$ cat src/rtl/mips_pkg.sv
// rtl/mips_pkg.sv - opcode constants, state encodings and control-field encodings for the multi-cycle MIPS control unit
// Contents: opcode localparams, state_t + state constants, datapath mux encodings,
//           ctrl_t control word, op_legal() helper.
package mips_pkg;

    // Opcodes (IR[31:26])
    localparam logic [5:0] OP_RTYPE = 6'b000000;
    localparam logic [5:0] OP_LW    = 6'b100011;
    localparam logic [5:0] OP_SW    = 6'b101011;
    localparam logic [5:0] OP_BEQ   = 6'b000100;
    localparam logic [5:0] OP_ADDI  = 6'b001000;
    localparam logic [5:0] OP_ANDI  = 6'b001100;
    localparam logic [5:0] OP_ORI   = 6'b001101;
    localparam logic [5:0] OP_SLTI  = 6'b001010;
    localparam logic [5:0] OP_J     = 6'b000010;
    localparam logic [5:0] OP_JAL   = 6'b000011;
    localparam logic [5:0] OP_LUI   = 6'b001111;

    // Binary-encoded FSM states
    typedef logic [3:0] state_t;
    localparam state_t S_FETCH    = 4'd0;
    localparam state_t S_DECODE   = 4'd1;
    localparam state_t S_MEMADR   = 4'd2;
    localparam state_t S_MEMREAD  = 4'd3;
    localparam state_t S_MEMWB    = 4'd4;
    localparam state_t S_MEMWRITE = 4'd5;
    localparam state_t S_EXEC     = 4'd6;
    localparam state_t S_ALUWB    = 4'd7;
    localparam state_t S_BRANCH   = 4'd8;
    localparam state_t S_IEXEC    = 4'd9;
    localparam state_t S_IWB      = 4'd10;
    localparam state_t S_JUMP     = 4'd11;
    localparam state_t S_JAL      = 4'd12;
    localparam state_t S_LUI      = 4'd13;

    // Datapath mux / ALU encodings
    localparam logic [1:0] REGDST_RT    = 2'b00;
    localparam logic [1:0] REGDST_RD    = 2'b01;
    localparam logic [1:0] REGDST_RA    = 2'b10;
    localparam logic [1:0] M2R_ALUOUT   = 2'b00;
    localparam logic [1:0] M2R_MDR      = 2'b01;
    localparam logic [1:0] M2R_PC       = 2'b10;
    localparam logic [1:0] M2R_LUI      = 2'b11;
    localparam logic [1:0] SRCB_B       = 2'b00;
    localparam logic [1:0] SRCB_4       = 2'b01;
    localparam logic [1:0] SRCB_IMM     = 2'b10;
    localparam logic [1:0] SRCB_IMM_SH2 = 2'b11;
    localparam logic [1:0] ALUOP_ADD    = 2'b00;
    localparam logic [1:0] ALUOP_SUB    = 2'b01;
    localparam logic [1:0] ALUOP_FUNCT  = 2'b10;
    localparam logic [1:0] ALUOP_IMM    = 2'b11;
    localparam logic [1:0] PCSRC_ALU    = 2'b00;
    localparam logic [1:0] PCSRC_ALUOUT = 2'b01;
    localparam logic [1:0] PCSRC_JUMP   = 2'b10;

    typedef struct packed {
        logic       pc_write;
        logic       pc_write_cond;
        logic       iord;
        logic       mem_read;
        logic       mem_write;
        logic       ir_write;
        logic [1:0] reg_dst;
        logic [1:0] mem_to_reg;
        logic       reg_write;
        logic       alu_src_a;
        logic [1:0] alu_src_b;
        logic [1:0] alu_op;
        logic [1:0] pc_source;
        logic       instr_done;
        logic       illegal_op;
    } ctrl_t;

    // jal/lui are only part of the instruction set when the extension is built in.
    function automatic logic op_legal(input logic [5:0] op, input logic ext);
        case (op)
            OP_RTYPE, OP_LW, OP_SW, OP_BEQ,
            OP_ADDI, OP_ANDI, OP_ORI, OP_SLTI, OP_J: op_legal = 1'b1;
            OP_JAL, OP_LUI:                          op_legal = ext;
            default:                                 op_legal = 1'b0;
        endcase
    endfunction

endpackage

$ cat src/rtl/multicycle_control_unit_if.sv
// rtl/multicycle_control_unit_if.sv - datapath/memory side bundle of the multi-cycle control unit
// master: the control unit (drives control outputs, retired count; reads op_code, mem_ready)
// slave : the datapath/memory side (drives op_code, mem_ready)
interface multicycle_control_unit_if #(
    parameter int CNT_W = 32
);
    logic [5:0]       op_code;
    logic             mem_ready;
    logic             PCWrite;
    logic             PCWriteCond;
    logic             IorD;
    logic             MemRead;
    logic             MemWrite;
    logic             IRWrite;
    logic [1:0]       RegDst;
    logic [1:0]       MemtoReg;
    logic             RegWrite;
    logic             ALUSrcA;
    logic [1:0]       ALUSrcB;
    logic [1:0]       ALUOp;
    logic [1:0]       PCSource;
    logic             instr_done;
    logic             illegal_op;
    logic [CNT_W-1:0] retired;

    modport master (
        input  op_code, mem_ready,
        output PCWrite, PCWriteCond, IorD, MemRead, MemWrite, IRWrite,
               RegDst, MemtoReg, RegWrite, ALUSrcA, ALUSrcB, ALUOp, PCSource,
               instr_done, illegal_op, retired
    );

    modport slave (
        output op_code, mem_ready,
        input  PCWrite, PCWriteCond, IorD, MemRead, MemWrite, IRWrite,
               RegDst, MemtoReg, RegWrite, ALUSrcA, ALUSrcB, ALUOp, PCSource,
               instr_done, illegal_op, retired
    );
endinterface

$ cat src/rtl/mc_control_decode.sv
// rtl/mc_control_decode.sv - combinational (state, op_code, mem_ok) to control word
// Ports: state_i current FSM state, op_code_i IR opcode, mem_ok_i memory done
//        (already forced high when the handshake is disabled), ctrl_o control word.
module mc_control_decode
    import mips_pkg::*;
#(
    parameter bit ENABLE_EXT = 1'b1
) (
    input  state_t     state_i,
    input  logic [5:0] op_code_i,
    input  logic       mem_ok_i,
    output ctrl_t      ctrl_o
);

    always_comb begin
        ctrl_o = '0;
        case (state_i)
            S_FETCH: begin
                ctrl_o.mem_read  = 1'b1;
                ctrl_o.alu_src_b = SRCB_4;
                ctrl_o.alu_op    = ALUOP_ADD;
                ctrl_o.pc_source = PCSRC_ALU;
                // IR and PC+4 are captured only on the cycle the fetch completes
                ctrl_o.ir_write  = mem_ok_i;
                ctrl_o.pc_write  = mem_ok_i;
            end
            S_DECODE: begin
                // Precompute branch target PC + (imm<<2) into ALUOut
                ctrl_o.alu_src_b  = SRCB_IMM_SH2;
                ctrl_o.illegal_op = ~op_legal(op_code_i, ENABLE_EXT);
            end
            S_MEMADR: begin
                ctrl_o.alu_src_a = 1'b1;
                ctrl_o.alu_src_b = SRCB_IMM;
            end
            S_MEMREAD: begin
                ctrl_o.iord     = 1'b1;
                ctrl_o.mem_read = 1'b1;
            end
            S_MEMWB: begin
                ctrl_o.reg_write  = 1'b1;
                ctrl_o.reg_dst    = REGDST_RT;
                ctrl_o.mem_to_reg = M2R_MDR;
                ctrl_o.instr_done = 1'b1;
            end
            S_MEMWRITE: begin
                ctrl_o.iord       = 1'b1;
                ctrl_o.mem_write  = 1'b1;
                ctrl_o.instr_done = mem_ok_i;
            end
            S_EXEC: begin
                ctrl_o.alu_src_a = 1'b1;
                ctrl_o.alu_src_b = SRCB_B;
                ctrl_o.alu_op    = ALUOP_FUNCT;
            end
            S_ALUWB: begin
                ctrl_o.reg_write  = 1'b1;
                ctrl_o.reg_dst    = REGDST_RD;
                ctrl_o.mem_to_reg = M2R_ALUOUT;
                ctrl_o.instr_done = 1'b1;
            end
            S_BRANCH: begin
                ctrl_o.alu_src_a     = 1'b1;
                ctrl_o.alu_op        = ALUOP_SUB;
                ctrl_o.pc_write_cond = 1'b1;
                ctrl_o.pc_source     = PCSRC_ALUOUT;
                ctrl_o.instr_done    = 1'b1;
            end
            S_IEXEC: begin
                ctrl_o.alu_src_a = 1'b1;
                ctrl_o.alu_src_b = SRCB_IMM;
                ctrl_o.alu_op    = (op_code_i == OP_ADDI) ? ALUOP_ADD : ALUOP_IMM;
            end
            S_IWB: begin
                ctrl_o.reg_write  = 1'b1;
                ctrl_o.instr_done = 1'b1;
            end
            S_JUMP: begin
                ctrl_o.pc_write   = 1'b1;
                ctrl_o.pc_source  = PCSRC_JUMP;
                ctrl_o.instr_done = 1'b1;
            end
            S_JAL: begin
                // PC already holds PC+4, which becomes the $31 return address
                ctrl_o.pc_write   = 1'b1;
                ctrl_o.pc_source  = PCSRC_JUMP;
                ctrl_o.reg_write  = 1'b1;
                ctrl_o.reg_dst    = REGDST_RA;
                ctrl_o.mem_to_reg = M2R_PC;
                ctrl_o.instr_done = 1'b1;
            end
            S_LUI: begin
                ctrl_o.reg_write  = 1'b1;
                ctrl_o.mem_to_reg = M2R_LUI;
                ctrl_o.instr_done = 1'b1;
            end
            default: ctrl_o = '0;
        endcase
    end

endmodule

$ cat src/rtl/multicycle_control_unit.sv
// rtl/multicycle_control_unit.sv - multi-cycle MIPS control FSM with retired-instruction counter
// Ports: clk rising-edge clock, rst_n async active-low reset,
//        bus (master) op_code/mem_ready in; PC/IR/memory/regfile/ALU/mux controls,
//        instr_done, illegal_op pulses and retired count out.
module multicycle_control_unit
    import mips_pkg::*;
#(
    parameter int CNT_W         = 32,
    parameter bit MEM_HANDSHAKE = 1'b1,
    parameter bit ENABLE_EXT    = 1'b1
) (
    input  logic                      clk,
    input  logic                      rst_n,
    multicycle_control_unit_if.master bus
);

    state_t           state_q, state_d;
    logic             run_q;
    logic [CNT_W-1:0] retired_q, retired_d;
    logic             mem_ok;
    ctrl_t            ctrl_raw;
    ctrl_t            ctrl;

    assign mem_ok = MEM_HANDSHAKE ? bus.mem_ready : 1'b1;

    mc_control_decode #(
        .ENABLE_EXT (ENABLE_EXT)
    ) u_decode (
        .state_i   (state_q),
        .op_code_i (bus.op_code),
        .mem_ok_i  (mem_ok),
        .ctrl_o    (ctrl_raw)
    );

    // run_q is cleared asynchronously with the reset and set on the first edge
    // after release, so every output drops to 0 the moment rst_n falls and the
    // FETCH outputs only appear once the unit has seen a clock out of reset.
    assign ctrl = run_q ? ctrl_raw : '0;

    always_comb begin
        state_d = S_FETCH;
        if (run_q) begin
            case (state_q)
                S_FETCH:    state_d = mem_ok ? S_DECODE : S_FETCH;
                S_DECODE: begin
                    if (!op_legal(bus.op_code, ENABLE_EXT)) begin
                        state_d = S_FETCH;
                    end else begin
                        case (bus.op_code)
                            OP_RTYPE:                         state_d = S_EXEC;
                            OP_LW, OP_SW:                     state_d = S_MEMADR;
                            OP_BEQ:                           state_d = S_BRANCH;
                            OP_ADDI, OP_ANDI, OP_ORI, OP_SLTI: state_d = S_IEXEC;
                            OP_J:                             state_d = S_JUMP;
                            OP_JAL:                           state_d = S_JAL;
                            OP_LUI:                           state_d = S_LUI;
                            default:                          state_d = S_FETCH;
                        endcase
                    end
                end
                S_MEMADR:   state_d = (bus.op_code == OP_LW) ? S_MEMREAD : S_MEMWRITE;
                S_MEMREAD:  state_d = mem_ok ? S_MEMWB : S_MEMREAD;
                S_MEMWRITE: state_d = mem_ok ? S_FETCH : S_MEMWRITE;
                S_EXEC:     state_d = S_ALUWB;
                S_IEXEC:    state_d = S_IWB;
                default:    state_d = S_FETCH;
            endcase
        end
    end

    // Counter wraps naturally at 2^CNT_W
    always_comb begin
        retired_d = retired_q;
        if (ctrl.instr_done) begin
            retired_d = retired_q + {{(CNT_W-1){1'b0}}, 1'b1};
        end
    end

    always_ff @(posedge clk or negedge rst_n) begin
        if (!rst_n) begin
            state_q   <= S_FETCH;
            run_q     <= 1'b0;
            retired_q <= '0;
        end else begin
            state_q   <= state_d;
            run_q     <= 1'b1;
            retired_q <= retired_d;
        end
    end

    assign bus.PCWrite     = ctrl.pc_write;
    assign bus.PCWriteCond = ctrl.pc_write_cond;
    assign bus.IorD        = ctrl.iord;
    assign bus.MemRead     = ctrl.mem_read;
    assign bus.MemWrite    = ctrl.mem_write;
    assign bus.IRWrite     = ctrl.ir_write;
    assign bus.RegDst      = ctrl.reg_dst;
    assign bus.MemtoReg    = ctrl.mem_to_reg;
    assign bus.RegWrite    = ctrl.reg_write;
    assign bus.ALUSrcA     = ctrl.alu_src_a;
    assign bus.ALUSrcB     = ctrl.alu_src_b;
    assign bus.ALUOp       = ctrl.alu_op;
    assign bus.PCSource    = ctrl.pc_source;
    assign bus.instr_done  = ctrl.instr_done;
    assign bus.illegal_op  = ctrl.illegal_op;
    assign bus.retired     = retired_q;

endmodule

$ cat src/flat_wrapper.sv
// flat-port wrapper written by rule: the top's interface ports become plain ports
module multicycle_control_unit_flat import mips_pkg::*;
#(
    parameter int CNT_W         = 32,
    parameter bit MEM_HANDSHAKE = 1'b1,
    parameter bit ENABLE_EXT    = 1'b1
)
  (clk, rst_n, bus_op_code, bus_mem_ready, bus_PCWrite, bus_PCWriteCond, bus_IorD, bus_MemRead, bus_MemWrite, bus_IRWrite, bus_RegDst, bus_MemtoReg, bus_RegWrite, bus_ALUSrcA, bus_ALUSrcB, bus_ALUOp, bus_PCSource, bus_instr_done, bus_illegal_op, bus_retired);
  multicycle_control_unit_if #(.CNT_W(CNT_W)) bus_i ();
  input  logic clk;
  input  logic rst_n;
  input wire logic [$bits(bus_i.op_code)-1:0] bus_op_code;
  input wire logic [$bits(bus_i.mem_ready)-1:0] bus_mem_ready;
  output wire logic [$bits(bus_i.PCWrite)-1:0] bus_PCWrite;
  output wire logic [$bits(bus_i.PCWriteCond)-1:0] bus_PCWriteCond;
  output wire logic [$bits(bus_i.IorD)-1:0] bus_IorD;
  output wire logic [$bits(bus_i.MemRead)-1:0] bus_MemRead;
  output wire logic [$bits(bus_i.MemWrite)-1:0] bus_MemWrite;
  output wire logic [$bits(bus_i.IRWrite)-1:0] bus_IRWrite;
  output wire logic [$bits(bus_i.RegDst)-1:0] bus_RegDst;
  output wire logic [$bits(bus_i.MemtoReg)-1:0] bus_MemtoReg;
  output wire logic [$bits(bus_i.RegWrite)-1:0] bus_RegWrite;
  output wire logic [$bits(bus_i.ALUSrcA)-1:0] bus_ALUSrcA;
  output wire logic [$bits(bus_i.ALUSrcB)-1:0] bus_ALUSrcB;
  output wire logic [$bits(bus_i.ALUOp)-1:0] bus_ALUOp;
  output wire logic [$bits(bus_i.PCSource)-1:0] bus_PCSource;
  output wire logic [$bits(bus_i.instr_done)-1:0] bus_instr_done;
  output wire logic [$bits(bus_i.illegal_op)-1:0] bus_illegal_op;
  output wire logic [$bits(bus_i.retired)-1:0] bus_retired;
  assign bus_i.op_code = bus_op_code;
  assign bus_i.mem_ready = bus_mem_ready;
  assign bus_PCWrite = bus_i.PCWrite;
  assign bus_PCWriteCond = bus_i.PCWriteCond;
  assign bus_IorD = bus_i.IorD;
  assign bus_MemRead = bus_i.MemRead;
  assign bus_MemWrite = bus_i.MemWrite;
  assign bus_IRWrite = bus_i.IRWrite;
  assign bus_RegDst = bus_i.RegDst;
  assign bus_MemtoReg = bus_i.MemtoReg;
  assign bus_RegWrite = bus_i.RegWrite;
  assign bus_ALUSrcA = bus_i.ALUSrcA;
  assign bus_ALUSrcB = bus_i.ALUSrcB;
  assign bus_ALUOp = bus_i.ALUOp;
  assign bus_PCSource = bus_i.PCSource;
  assign bus_instr_done = bus_i.instr_done;
  assign bus_illegal_op = bus_i.illegal_op;
  assign bus_retired = bus_i.retired;
  multicycle_control_unit #(.CNT_W(CNT_W), .MEM_HANDSHAKE(MEM_HANDSHAKE), .ENABLE_EXT(ENABLE_EXT)) u_core (.clk(clk), .rst_n(rst_n), .bus(bus_i));
endmodule
$ cat config.mk
export PLATFORM = sky130hd
export DESIGN_NAME = multicycle_control_unit_flat
export DESIGN_NICKNAME = d
export VERILOG_FILES = /design/src/rtl/mips_pkg.sv /design/src/rtl/multicycle_control_unit_if.sv /design/src/rtl/mc_control_decode.sv /design/src/rtl/multicycle_control_unit.sv /design/src/flat_wrapper.sv
export SDC_FILE = /design/constraint.sdc
export NUM_CORES = 1
export LEC_CHECK = 0
export BUFFER_PORTS_ARGS = -buffer_cell sky130_fd_sc_hd__buf_2
export CORE_MARGIN = 4
export CORE_UTILIZATION = 35
export CTS_CLUSTER_SIZE = 30
export DETAILED_ROUTE_END_ITERATION = 12
export PLACE_DENSITY_LB_ADDON = 0.25
export RECOVER_POWER = 50
export SLEW_MARGIN = 10
export SYNTH_ARGS = -nofsm -noshare
export SYNTH_HDL_FRONTEND = slang
export SYNTH_SLANG_ARGS = --single-unit
$ cat constraint.sdc
create_clock -name clk -period 2.33 [get_ports clk]
set_input_delay 0.233 -clock clk [delete_from_list [all_inputs] [get_ports clk]]
set_output_delay 0.233 -clock clk [all_outputs]
set_load 0.02 [all_outputs]
==> impl_metrics.ini, run 1 <==
[yosys]
synthTopCellsByCount = dfrtp_1 (37), nor2_1 (23), xnor2_1 (19), nand2_1 (15), xor2_1 (14)
yosys.cell_count.top_type = dfrtp_1
synth_top_area_share_pct = 39.78
ys_async_sr_fraction_pct = 100.0
ys.flop_type = dfrtp_1
synth-edff-count = 0
synth_cells = 248
ys_seq_elements = 37
syn_area_sq_um = 2327
synth_nets = 258
synth_seq_area_share_pct = 39.78
avgSynthCellArea_sq_um = 9.384
yosys-top-cells-area = dfrtp_1 (40%), xnor2_1 (7.2%), xor2_1 (5.3%)
synth_top_cell_by_area = dfrtp_1
ys_warn_count = 0
ys_types = 56

[sta]
finalSetupViolCount = 0
post-route-period-util_pct = 93.13
final.setup_skew_ps = 6.143
slew_headroom_pct = -29.47
finalHoldViolCount = 0
finalCriticalPeriod_ps = 2170
rsz0062_at_grt = no
max_freq_mhz = 460.8
drv_slew = 38
worst_pin_slew_ps = 1942
whs_ps = 339.3
fin_tns_setup_ps = 0

[drt]
vias = 1978
drt_iter0_markers = 96
wl_per_cell_um = 13.35
drtAntennaViolNets = 0
drt_first_pass_iters = 4
drcViolationCount = 0
drt-vias-per-instance = 5.124
drt-total-wl_um = 5154

[floorplanning]
die_height_um = 89.54
core-area_sq_um = 6386
rows = 29
pin_count = 61
die_area_sq_um = 8017
initial_core_util_pct = 36.44
die_w_um = 89.54

[outcome]
status = complete, but fails checks
violations = max-capacitance violations, max-slew violations

[clocking]
cts_buffers = 5
cts.sinks = 37
postCtsSetupBuffers = 0
root_buffer = clkbuf_8
cts_max_level = 2
cts_resized = 0
insertion_delay_ps = 290
clk_pin_slew_ps = 60
hold_buffers = 0
clock_path_buffers = 2
cts_tree = built

[placement]
place_congestion = 0.8192
hpwl_um = 3909
place_area_sq_um = 2704
io_buffer_count = 60

[global_routing]
grt_pass1_wl_um = 8514
grt_use_total_pct = 13.60
antenna_found_initial = 0
grt_pass1_vias = 1826
grt_max_degree = 38
grt_remaining_overflow = 0

[setup_path]
cp.required_ps = 2100
cp_data_arrival_time_ps = 1940
crit_type = reg -> out
crit_fanout = 10
startpoint_type = register
cp-end-kind = primary output

[final_layout]
syn_to_final_growth_pct = 18.28
fin_util_pct = 43.10
layout-drive-gt1-share_pct = 21.36
nNetsFinal = 318
diodes = 0
final_area_sq_um = 2753

[power_and_ir_drop]
vdd.ir_drop.worst_mv = 0.2550
power.leakage_uw = 0.001278
power_density_nw_per_um2 = 440.1

[job]
maxCapViolCount = 1

[worst_hold_path]
hold_path.class = in -> reg
==> metal layers <==
| metal | vias to the layer above | track usage [%] | wire (um) |
|---|---|---|---|
| li1 | 991 | - | - |
| met1 | 943 | 17.65 | 2277 |
| met2 | 39 | 21.41 | 2493 |
| met3 | 5 | 4.885 | 318 |
| met4 | 0 | 3.654 | 64 |
| met5 | - | 0 | 0 |
==> cell type report <==
class                           count  area [sq um]
Timing Repair Buffer               66         312.8
Multi-Input combinational cell    185          1289
Tap cell                           77         96.34
Sequential cell                    37         925.9
Clock buffer                        8         80.08
Inverter                           13         48.80
Fill cell                         649          3633
==> per-stage QoR <==
stage | std cells | setup WS, ps | total power, uW
final | 386 | 160.1 | 1211
after global routing | 386 | 69.91 | 1277
after CTS | 386 | 85.17 | 1235
after detailed placement | 378 | 356.3 | 800.4
after global placement | 378 | 393.2 | 801.1
after floorplan | 248 | 498.4 | 749.3
==> worst paths after layout <==
kind,startpoint,to,slack [ps],cells past startpoint
worst min-delay path,bus_op_code[4],u_core.state_q[1]$_DFF_PN0_,340,4
min in group asynchronous,rst_n,u_core.bus.retired[26]$_DFFE_PN0P_,480,1
worst max register to register,u_core.state_q[1]$_DFF_PN0_,u_core.bus.retired[21]$_DFFE_PN0P_,350,5
worst min register to register,u_core.bus.retired[31]$_DFFE_PN0P_,u_core.bus.retired[31]$_DFFE_PN0P_,480,1
max in group asynchronous,rst_n,u_core.bus.retired[0]$_DFFE_PN0P_,730,1
worst max-delay path,u_core.state_q[1]$_DFF_PN0_,bus_PCWrite,160,6
==> where the power goes <==
part | switching (uW) | total (uW) | internal (uW)
combinational | 74.6 | 116 | 41.4
sequential | 17.7 | 669 | 651
clock | 214 | 427 | 212
==> cell families after synthesis <==
family / count (synthesis) / synth area share (%)
compound gates: 32 / 8.710
xor+xnor: 33 / 12.42
fa+ha+maj: 1 / 0.5375
buf+inv: 26 / 4.892
flops: 37 / 39.79
mux: 4 / 1.828
other cells: 1 / 0.1611
simple gates: 114 / 31.67
==> flip-flops by register name, summed over array words and instances, names as in the netlist <==
signal / count
u_core.state_q: 4
u_core.run_q: 1
u_core.bus.retired: 32
==> cell usage in the layout (no fill, tap or decap), types with 3 or more instances in the layout <==
cell type	count
nor3_1	10
buf_2	34
o21ai_0	9
clkbuf_8	5
or3_1	3
buf_4	6
nand2_1	15
nor3_2	6
nand2b_1	5
a21oi_1	6
xnor2_1	19
o22ai_1	3
nor2_1	23
xor2_1	14
nand4_1	8
clkbuf_1	29
nand3_1	13
and3_1	4
inv_1	12
dfrtp_1	37
nor4_2	3
and4_1	4
==> worst max-delay path: stages (launching register included) <==
cell,delay (ps)
dfrtp_1,450
buf_4,200
nor2b_1,150
mux2_2,260
and3_1,180
or2_2,260
buf_2,160
(Power assumes the default switching activity.)
==> inputs of run 2 (changes only) <==
Settings changed: SYNTH_HIERARCHICAL set to 1.
==> impl_metrics.ini, run 2 <==
[outcome]
status = complete, but fails checks
violations = max-capacitance violations, max-slew violations

[setup_path]
startpoint_type = register
startpoint = u_core/state_q[0]$_DFF_PN0_
crit_fanout = 5
cp-end-kind = register
cp_data_arrival_time_ps = 2390
cp.required_ps = 2500
crit_type = reg -> reg
reg2reg_from = u_core/state_q[0]$_DFF_PN0_

[power_and_ir_drop]
p_int_uw = 932.5
swShare_pct = 24.89
power_density_nw_per_um2 = 412.4
share_comb_of_total_power_pct = 10.5
totalPowerFinal_uw = 1242
seqPwrFrac_pct = 53.3
power.leakage_uw = 0.001423
vdd.ir_drop.worst_mv = 0.1780
power_frac_clock_pct = 36.3
p_switching_uw = 309.0

[floorplanning]
initial_core_util_pct = 36.04
pin_count = 61
rows = 30
die_w_um = 91.64
core-area_sq_um = 6794
die_area_sq_um = 8398
die_height_um = 91.64

[yosys]
synth-edff-count = 0
synth_seq_area_share_pct = 37.81
ys_types = 59
synthTopCellsByCount = dfrtp_1 (37), and2_1 (23), xnor2_1 (19), nand2_1 (15), nor2_1 (15)
synth_cells = 263
syn_area_sq_um = 2449
synth_top_area_share_pct = 37.81
synth_nets = 273
ys_seq_elements = 37
avgSynthCellArea_sq_um = 9.310
yosys.cell_count.top_type = dfrtp_1
ys_warn_count = 6
yosys-top-cells-area = dfrtp_1 (38%), xnor2_1 (6.8%), and2_1 (5.9%)
ys_async_sr_fraction_pct = 100.0
ys.flop_type = dfrtp_1
synth_top_cell_by_area = dfrtp_1

[clocking]
cts_buffers = 5
root_buffer = clkbuf_8
insertion_delay_ps = 290
clk_pin_slew_ps = 70
cts_max_level = 2
cts.sinks = 37
cts_tree = built
hold_buffers = 0
clock_path_buffers = 2

[job]
maxCapViolCount = 1

[worst_hold_path]
min-delay-start = bus_op_code[4]
hold_path.class = in -> reg

[drt]
wl_per_cell_um = 13.07
drtAntennaViolNets = 0
drt-total-wl_um = 5556
vias = 2100
drt_iter0_markers = 53
drcViolationCount = 0
drt-vias-per-instance = 4.941
drt_first_pass_iters = 4

[placement]
place_congestion = 0.7280
post-place-ws_ps = 21.03
io_buffer_count = 60
hpwl_um = 4140

[global_routing]
grt_use_total_pct = 14.08
antenna_found_initial = 0
grt_pass1_wl_um = 9839
grt_pass1_vias = 2017
grt_remaining_overflow = 0
grt_max_degree = 38

[final_layout]
largest_reg_flops = 32
nNetsFinal = 339
layout_common_cells = dfrtp_1 (35), buf_2 (34), clkbuf_1 (27)
final_common_cell = dfrtp_1
layout-drive-gt1-share_pct = 23.71
diodes = 0
syn_to_final_growth_pct = 22.94
nFillCells = 686

[sta]
finalSetupViolCount = 0
post-route-period-util_pct = 94.91
finalHoldViolCount = 0
rsz0062_at_grt = yes
slew_headroom_pct = -28.90
max_freq_mhz = 452.2
drv_slew = 38
setup_slack_ps = 118.5
finalCriticalPeriod_ps = 2211
worst_pin_slew_ps = 1933
fin_tns_setup_ps = 0
final.setup_skew_ps = 3.981
## run 2: cell types whose count changed after synthesis, sizes merged, moves of 4 or more
cell	before	now
and2	1	24
nor2	23	15
nor3	17	10
inv	12	6
nand2b	5	10
clkbuf	6	10
## run 2: cell families (layout without fill, tap and decap cells)
family / Yosys count / count (layout) / synth area share [%]
buffers and inverters: 22 / 88 / 4.139
adders and majority gates: 1 / 1 / 0.5109
and+or+nand+nor: 130 / 130 / 33.67
AOI/OAI and AO/OA: 35 / 35 / 10.12
DFF: 37 / 37 / 37.81
xor gates and xnor gates: 33 / 33 / 11.80
muxes: 4 / 4 / 1.788
other: 1 / 1 / 0.1531
## run 2: final timing paths
check | endpoint | slack, ps | cells past startpoint
worst max-delay path | u_core/bus.retired[30]$_DFFE_PN0P_ | 120 | 8
worst min-delay path | u_core/state_q[1]$_DFF_PN0_ | 330 | 4
worst max register to register | u_core/bus.retired[30]$_DFFE_PN0P_ | 120 | 8
worst min register to register | u_core/bus.retired[31]$_DFFE_PN0P_ | 480 | 1
max in group asynchronous | u_core/state_q[3]$_DFF_PN0_ | 600 | 1
min in group asynchronous | u_core/bus.retired[29]$_DFFE_PN0P_ | 480 | 1
## run 2: what timing repair did
item / CTS / global route
buffers inserted: 0 / 1
resized for setup: 0 / 4
setup endpoints to repair: 0 / 7
## run 2: routing by layer
layer  part of all wire, %  global-route usage [%]  vias up
met5                     0                       0        -
li1                      -                       -     1064
met1                    49                   19.65     1000
met4                   1.4                   4.648        0
met3                   3.1                   2.953        7
met2                    46                   21.67       29
## run 2: final cells by class
class / count / area (sq um) / area share, %
multi-input combinational: 204 / 1473 / 48.92
tap: 96 / 120.1 / 3.990
sequential: 37 / 928.4 / 30.84
inverter: 6 / 22.52 / 0.7481
timing repair buffer: 75 / 380.4 / 12.64
clock buffer: 7 / 86.33 / 2.868
## run 2: critical path: stages (launching register included)
cell	delay, ps
dfrtp_2	450
nand2b_4	90
nor3_1	50
a311oi_2	270
buf_4	170
nand3_4	100
or4_4	570
nor4_4	300
xnor2_1	100
## run 2: power by group through the flow
stage	combinational (uW)	clock [uW]	sequential, uW
finish	130	450	661
global route	146	498	662
CTS	134	474	661
detailed placement	134	0	673
global placement	132	0	673
floorplan	72.3	0	678
## run 2: through the flow
stage | hold WS (ps) | utilization (%) | cells | area (sq um)
global placement | 370.7 | 43.06 | 417 | 2925
global route | 345.5 | 44.31 | 425 | 3010
finish | 328.0 | 44.31 | 425 | 3010
floorplan | -62.59 | - | 263 | 2485
detailed placement | 383.2 | 43.06 | 417 | 2925
CTS | 62.23 | 44.33 | 424 | 3012
